--- src/rtl/sha256_padder.sv ---
// Word-serial SHA-256 message padder: 32-bit message words in, padded 512-bit blocks out as words.
// Optional define SHA256_PADDER_BYTE_SWAP_EN byte-reverses in_data for little-endian producers.
module sha256_padder #(
  parameter int unsigned LEN_W = 64
) (
  input  logic        clock,
  input  logic        resetb,
  input  logic        in_valid,
  output logic        in_ready,
  input  logic [31:0] in_data,
  input  logic        in_last,
  input  logic [2:0]  in_bytes,
  output logic        out_valid,
  input  logic        out_ready,
  output logic [31:0] out_word,
  output logic        out_first,
  output logic        out_block_last,
  output logic        out_msg_last
);

  typedef enum logic [2:0] {StData, StMark, StZero, StLenHi, StLenLo} state_e;

  state_e            state_q, state_d;
  logic [3:0]        idx_q, idx_d;
  logic [LEN_W-4:0]  nbytes_q, nbytes_d;
  logic              valid_q, valid_d;
  logic [31:0]       word_q, word_d;
  logic              first_q, first_d;
  logic              blast_q, blast_d;
  logic              mlast_q, mlast_d;

  logic              load;
  logic [31:0]       din;
  logic [2:0]        kb;
  logic [31:0]       mark_word;
  logic [63:0]       len64;
  logic              emit;
  logic [31:0]       emit_word;
  logic              emit_mlast;

`ifdef SHA256_PADDER_BYTE_SWAP_EN
  assign din = {in_data[7:0], in_data[15:8], in_data[23:16], in_data[31:24]};
`else
  assign din = in_data;
`endif

  assign load     = !valid_q || out_ready;
  // Gated by resetb so the input is refused while reset is held.
  assign in_ready = resetb && (state_q == StData) && load;

  assign kb = !in_last ? 3'd4 : ((in_bytes > 3'd4) ? 3'd4 : in_bytes);

  always_comb begin
    unique case (kb)
      3'd0:    mark_word = 32'h8000_0000;
      3'd1:    mark_word = {din[31:24], 24'h80_0000};
      3'd2:    mark_word = {din[31:16], 16'h8000};
      3'd3:    mark_word = {din[31:8], 8'h80};
      default: mark_word = din;
    endcase
  end

  always_comb begin
    len64 = '0;
    len64[LEN_W-1:0] = {nbytes_q, 3'b000};
  end

  always_comb begin
    state_d    = state_q;
    idx_d      = idx_q;
    nbytes_d   = nbytes_q;
    valid_d    = valid_q;
    word_d     = word_q;
    first_d    = first_q;
    blast_d    = blast_q;
    mlast_d    = mlast_q;
    emit       = 1'b0;
    emit_word  = 32'h0;
    emit_mlast = 1'b0;

    unique case (state_q)
      StData: begin
        if (in_valid && in_ready) begin
          emit     = 1'b1;
          nbytes_d = nbytes_q + (LEN_W-3)'(kb);
          if (!in_last) begin
            emit_word = din;
          end else if (kb == 3'd4) begin
            emit_word = din;
            state_d   = StMark;
          end else begin
            emit_word = mark_word;
            state_d   = (idx_q == 4'd13) ? StLenHi : StZero;
          end
        end
      end
      StMark: begin
        if (load) begin
          emit      = 1'b1;
          emit_word = 32'h8000_0000;
          state_d   = (idx_q == 4'd13) ? StLenHi : StZero;
        end
      end
      StZero: begin
        if (load) begin
          emit = 1'b1;
          if (idx_q == 4'd13) state_d = StLenHi;
        end
      end
      StLenHi: begin
        if (load) begin
          emit      = 1'b1;
          emit_word = len64[63:32];
          state_d   = StLenLo;
        end
      end
      StLenLo: begin
        if (load) begin
          emit       = 1'b1;
          emit_word  = len64[31:0];
          emit_mlast = 1'b1;
          nbytes_d   = '0;
          state_d    = StData;
        end
      end
      default: state_d = StData;
    endcase

    // idx tracks the block position of the next word to enter the output register.
    if (load) begin
      valid_d = emit;
      if (emit) begin
        word_d  = emit_word;
        first_d = (idx_q == 4'd0);
        blast_d = (idx_q == 4'd15);
        mlast_d = emit_mlast;
        idx_d   = idx_q + 4'd1;
      end
    end
  end

  always_ff @(posedge clock or negedge resetb) begin
    if (!resetb) begin
      state_q  <= StData;
      idx_q    <= 4'd0;
      nbytes_q <= '0;
      valid_q  <= 1'b0;
      word_q   <= 32'h0;
      first_q  <= 1'b0;
      blast_q  <= 1'b0;
      mlast_q  <= 1'b0;
    end else begin
      state_q  <= state_d;
      idx_q    <= idx_d;
      nbytes_q <= nbytes_d;
      valid_q  <= valid_d;
      word_q   <= word_d;
      first_q  <= first_d;
      blast_q  <= blast_d;
      mlast_q  <= mlast_d;
    end
  end

  assign out_valid      = valid_q;
  assign out_word       = word_q;
  assign out_first      = first_q;
  assign out_block_last = blast_q;
  assign out_msg_last   = mlast_q;

endmodule

--- config.mk ---
export PLATFORM = sky130hd
export DESIGN_NAME = sha256_padder
export DESIGN_NICKNAME = d
export VERILOG_FILES = /design/src/rtl/sha256_padder.sv
export SDC_FILE = /design/constraint.sdc
export NUM_CORES = 1
export LEC_CHECK = 0
export CORE_ASPECT_RATIO = 2
export CORE_MARGIN = 3
export CORE_UTILIZATION = 61
export CTS_BUF_LIST = sky130_fd_sc_hd__clkbuf_4 sky130_fd_sc_hd__clkbuf_8
export DETAILED_ROUTE_END_ITERATION = 7
export GPL_TIMING_DRIVEN = 0
export PLACE_DENSITY_LB_ADDON = 0.15
export SLEW_MARGIN = 20
export SYNTH_ARGS = -nofsm -noshare
export SYNTH_HDL_FRONTEND = slang
export SYNTH_SLANG_ARGS = --single-unit
--- constraint.sdc ---
create_clock -name clock -period 4.8 [get_ports clock]
set_clock_uncertainty 0.15 [all_clocks]
set_input_delay 0.72 -clock clock [delete_from_list [all_inputs] [get_ports clock]]
set_output_delay 0.72 -clock clock [all_outputs]
set_load 0.05 [all_outputs]
## Word level (Yosys, flattened, before mapping)

Index checks and enable logic that the tools add are counted.

- Register bits after elaboration: 104
- Bits in latches: 0
- Memory bits (writable): 0
- Memory bits (read-only): 0
- Bits of input ports: 40
- Output and inout port bits: 37
- Logic and storage cells: 65
- Memories kept: 0

- $add $sub $neg: 2
- Multiply operators: 0
- Div/mod/pow operators: 0
- Order comparisons: 1
- Eq/ne operators: 17
- Shift-type cells: 0
- Mux-type cells: 24
- Bitwise operators: 0
- Reduce and logical (&&, ||, !) cells: 13

Operator list:

| operator | count |
|---|---|
| $pmux 32 s4 | 2 |
| $mux 61 | 2 |
| $pmux 61 s2 | 1 |
| $mux 32 | 3 |
| $add 61x3->61 | 1 |
| $mux 3 | 9 |
| $pmux 3 s5 | 1 |
| $eq 3x2->1 const B | 4 |
| $ne 2x2->1 const B | 6 |
| $eq 4x4->1 const B | 2 |
| $reduce_and 7->1 | 1 |
| $eq 3x1->1 const B | 2 |
| $eq 3x3->1 const B | 2 |
| $logic_not 3->1 | 2 |
| $add 4x1->4 const B | 1 |
| $logic_not 4->1 | 1 |
| $mux 1 | 4 |
| $reduce_or 4->1 | 1 |
| $gt 3x3->1 const B | 1 |
| $logic_and 1x1->1 | 3 |
| $reduce_and 3->1 | 1 |
| $mux 2 | 1 |
| $ne 2x1->1 const B | 1 |
| $pmux 1 s2 | 1 |
| other kinds (4) | 4 |

## Longest topological paths before layout

- Depth after elaboration: 9
- Mapped depth: 11
- Gate-level depth less buffers: 10

## Worst setup path after synthesis

No wires, ideal clock.

- Path type: input to register
- Start: input port in_last
- End: register nbytes_q[48]
- Setup time: 78 ps
- Data arrival time: 2986 ps
- Required time: 4572 ps
- Setup slack: 1586 ps
- Stages on the path: 10
- Buffers on the path: 0
- Cells stage by stage: nor2b_1 > and2_1 > ha_1 > inv_1 > fa_1 > nor2b_1 > o21a_1 > nand3_1 > or4_1 > a21oi_1

- Cells in the longest elaborated chain, start to end: 4

Ends and longest elaborated chain:

| what | RTL line | text |
|---|---|---|
| start: declaration | 11 | `input logic in_last,` |
| $mux 3 | 51 | `assign kb = !in_last ? 3'd4 : ((in_bytes > 3'd4) ? 3'd4 : in_bytes);` |
| $add 61x3->61 | 85 | `nbytes_d = nbytes_q + (LEN_W-3)'(kb);` |
| $mux 61 | 83 | `if (in_valid && in_ready) begin` |
| $pmux 61 s2 | 81 | `unique case (state_q)` |
| end signal: assignment | 155 | `nbytes_q <= nbytes_d;` |
| end: declaration | 25 | `logic [LEN_W-4:0] nbytes_q, nbytes_d;` |

No other way between the ends. The select of a mux whose other input is x is not followed.
A chain may end at the register's enable or synchronous reset.

## Final worst setup path

Ends and elaborated chain as after synthesis.

==> impl_metrics.yaml <==
die:
  initial_utilization_pct: 63.94
  die_h_um: 141.6
  top_level_ports: 77
  rows: 48
  die_area_um2: 10450
  core_area_um2: 8768
  die_w_um: 73.79
worst_setup_path:
  worstPathArrival_ns: 4.24
  cp-start-kind: "input pin"
  r2r-start: "nbytes_q[7]$_DFFE_PN0P_"
  r2r_slack_ns: 1.48
  ff2ff_path_depth: 7
  crit_path_end_kind: "flop"
  slowest_delay_ns: 0.66
  required_ns: 4.95
  path_cells: "clkdlybuf4s50_1 > nor2b_1 > and2_1 > ha_1 > inv_1 > fa_1 > nor2b_1 > o21a_1 > nand3_1 > or4_1 > a21oi_1"
  slowest_stage: "or4_1"
  crit_top_cell: "nor2b_1"
  path_class: "input pin to flop"
  worstReg2RegEnd: "nbytes_q[41]$_DFFE_PN0P_"
  cp_max_fo: 10
routing:
  drt_pass1_iterations: 6
  drt_iter0_drc: 623
  routedWlPerCell_um: 22.82
  via_per_inst: 6.947
  vias: 5641
  wl_um: 18530
  postRouteAntennaNets: 0
  route.detailed.drc: 0
timing:
  min_period_ns: 4.087
  final-hold-violation-count: 0
  hold_ws_ns: 0.1059
  slew_violations: 0
  fmax_mhz: 244.7
  min_period_over_period_pct: 85.14
  tightest_slew_ns: 0.8241
  rsz0062_at_grt: "false"
  worst_slack_ns: 0.7134
  setup_viol: 0
  slew_headroom_pct: 44.55
  fin_setup_tns_ns: 0
power_and_ir_drop:
  total_power_mw: 2.519
  switching_power_mw: 1.035
  p_int_mw: 1.484
  vdd_drop_max_mv: 0.2214
  combPwrFrac_pct: 37.1
  clock_power_share_pct: 21.2
  seqPwrFrac_pct: 41.7
  powerDensity_nw_per_um2: 375.5
  p_leak_nw: 2.572
  sw_frac_of_total_pct: 41.08
grt:
  grt_pass1_wl_um: 29090
  grt_use_met1_pct: 39.12
  antenna_found_initial: 0
  grt_max_degree: 65
  use_met3_pct: 7.092
  grt_use_met2_pct: 64.09
  grt_busiest_layer: "met2"
  grt_use_total_pct: 37.06
  grt_pass1_vias: 5763
  grt-ovfl-total: 0
synthesis:
  async_flop_share_pct: 100.0
  synth_area_um2: 5607
  synth_area_leaders: "dfrtp_1 46%, o21ai_0 4.8%, nand2_1 4.7%"
  yosysWarningCount: 0
  syn_nets: 666
  yosysUniqueCellTypes: 54
  yosysTopAreaCell: "dfrtp_1"
  synth_cells: 619
  synthFlopType: "dfrtp_1"
  avgSynthCellArea_um2: 9.058
  synth_top_cell_area_share_pct: 46.42
  synth-edff-count: 0
  synth_seq_cells: 104
  ys_seq_area_share_pct: 46.42
place:
  gp_congestion: 1.021
  dp_hpwl_um: 13960
  port_buffers: 76
  dp_cells: 796
  placed_cell_area_um2: 6521
  post-place-ws_ns: 0.4687
layout:
  diodes: 0
  layout-drive-gt1-share_pct: 4.354
  layout_common_cells: "104 x dfrtp_1, 75 x clkdlybuf4s50_1, 70 x nand2_1"
  final_common_cell: "dfrtp_1"
  syn2layout_area_growth_pct: 19.64
  num-nets-final: 754
  fillerInstances: 639
  fin_area_um2: 6708
  instances_no_fill: 812
  final_core_util_pct: 76.50
clock_tree:
  cts_setup_buffers: 0
  ctsHoldBuffers: 0
  cts.sinks: 104
  cts_tree: "built"
  clockRootBuffer: "clkbuf_8"
  htree_levels: 3
  cts_resized: 0
  cts.reportedPaths.clkPinSlew_ns: 0.10
  insertion_delay_ns: 0.38
  cts_buffer_depth: 2
  numCtsBuffers: 9
run:
  maxCapViolCount: 0
min_path:
  hold_class: "input pin to async pin"
run_status:
  status: "completed"
[logic make-up (layout without fill, tap and decap cells)]
family,after synthesis,in the layout,share of synthesized area (%)
DFF,104,104,46.42
xor gates and xnor gates,22,22,3.437
and+or+nand+nor,271,271,24.88
muxes,2,2,0.3571
buffers and inverters,47,140,3.548
adders and majority gates,7,7,1.696
AOI/OAI and AO/OA,166,166,19.66
[cells in the mapped netlist, types with 16 or more instances]
library cell,instances
a21oi_1,40
a222oi_1,20
clkbuf_1,27
dfrtp_1,104
nand2_1,70
nand3_1,27
nand4_1,23
nor2_1,50
nor4_1,16
o21ai_0,54
or3_1,22
or4_1,17
xnor2_1,20
[power by group through the flow]
stage | clock network, mW | registers [mW] | logic, mW
global route | 0.575 | 1.06 | 1.01
CTS | 0.535 | 1.05 | 0.925
finish | 0.533 | 1.05 | 0.935
floorplan | 0 | 1.18 | 0.458
global placement | 0 | 1.06 | 0.885
detailed placement | 0 | 1.06 | 0.920
[worst max-delay path, delay by kind of cell]
kind / cells / cell delay, ns
AOI/OAI and AO/OA: 2 / 0.36
adders and majority gates: 2 / 0.54
buffers and inverters: 2 / 0.58
and+or+nand+nor: 5 / 2.03
[flip-flops by register name, summed over array words and instances (netlist names)]
| register | flops |
|---|---|
| nbytes_q | 61 |
| out_word | 32 |
| idx_q | 4 |
| state_q | 3 |
| out_block_last | 1 |
| out_first | 1 |
| out_msg_last | 1 |
| out_valid | 1 |
[metal layers]
layer	share of wire (%)	vias up	routed length [µm]
met4	7.4	0	1378
met5	0	-	0
met1	33	2666	6165
li1	-	2505	-
met3	7.4	105	1364
met2	52	365	9619
[worst max-delay path by stage]
stage,startpoint,endpoint,slack [ns],cells past startpoint
2_1_floorplan,in_last,nbytes_q[48]$_DFFE_PN0P_,1.59,10
3_3_place_gp,resetb,nbytes_q[53]$_DFFE_PN0P_,-2.86,8
3_5_place_dp,in_last,nbytes_q[52]$_DFFE_PN0P_,0.47,11
4_1_cts,in_last,nbytes_q[48]$_DFFE_PN0P_,0.83,11
5_1_grt,in_last,nbytes_q[48]$_DFFE_PN0P_,0.49,11
6_report,in_last,nbytes_q[48]$_DFFE_PN0P_,0.71,11
[final cells by class]
class | count | area, µm² | area share, %
Multi-Input combinational cell | 468 | 2805 | 41.82
Sequential cell | 104 | 2603 | 38.80
Timing Repair Buffer | 77 | 789.5 | 11.77
Clock buffer | 12 | 158.9 | 2.369
Buffer | 34 | 150.1 | 2.238
Tap cell | 100 | 125.1 | 1.865
Inverter | 13 | 48.80 | 0.7275
Clock inverter | 4 | 27.53 | 0.4104
(Power assumes the default switching activity.)
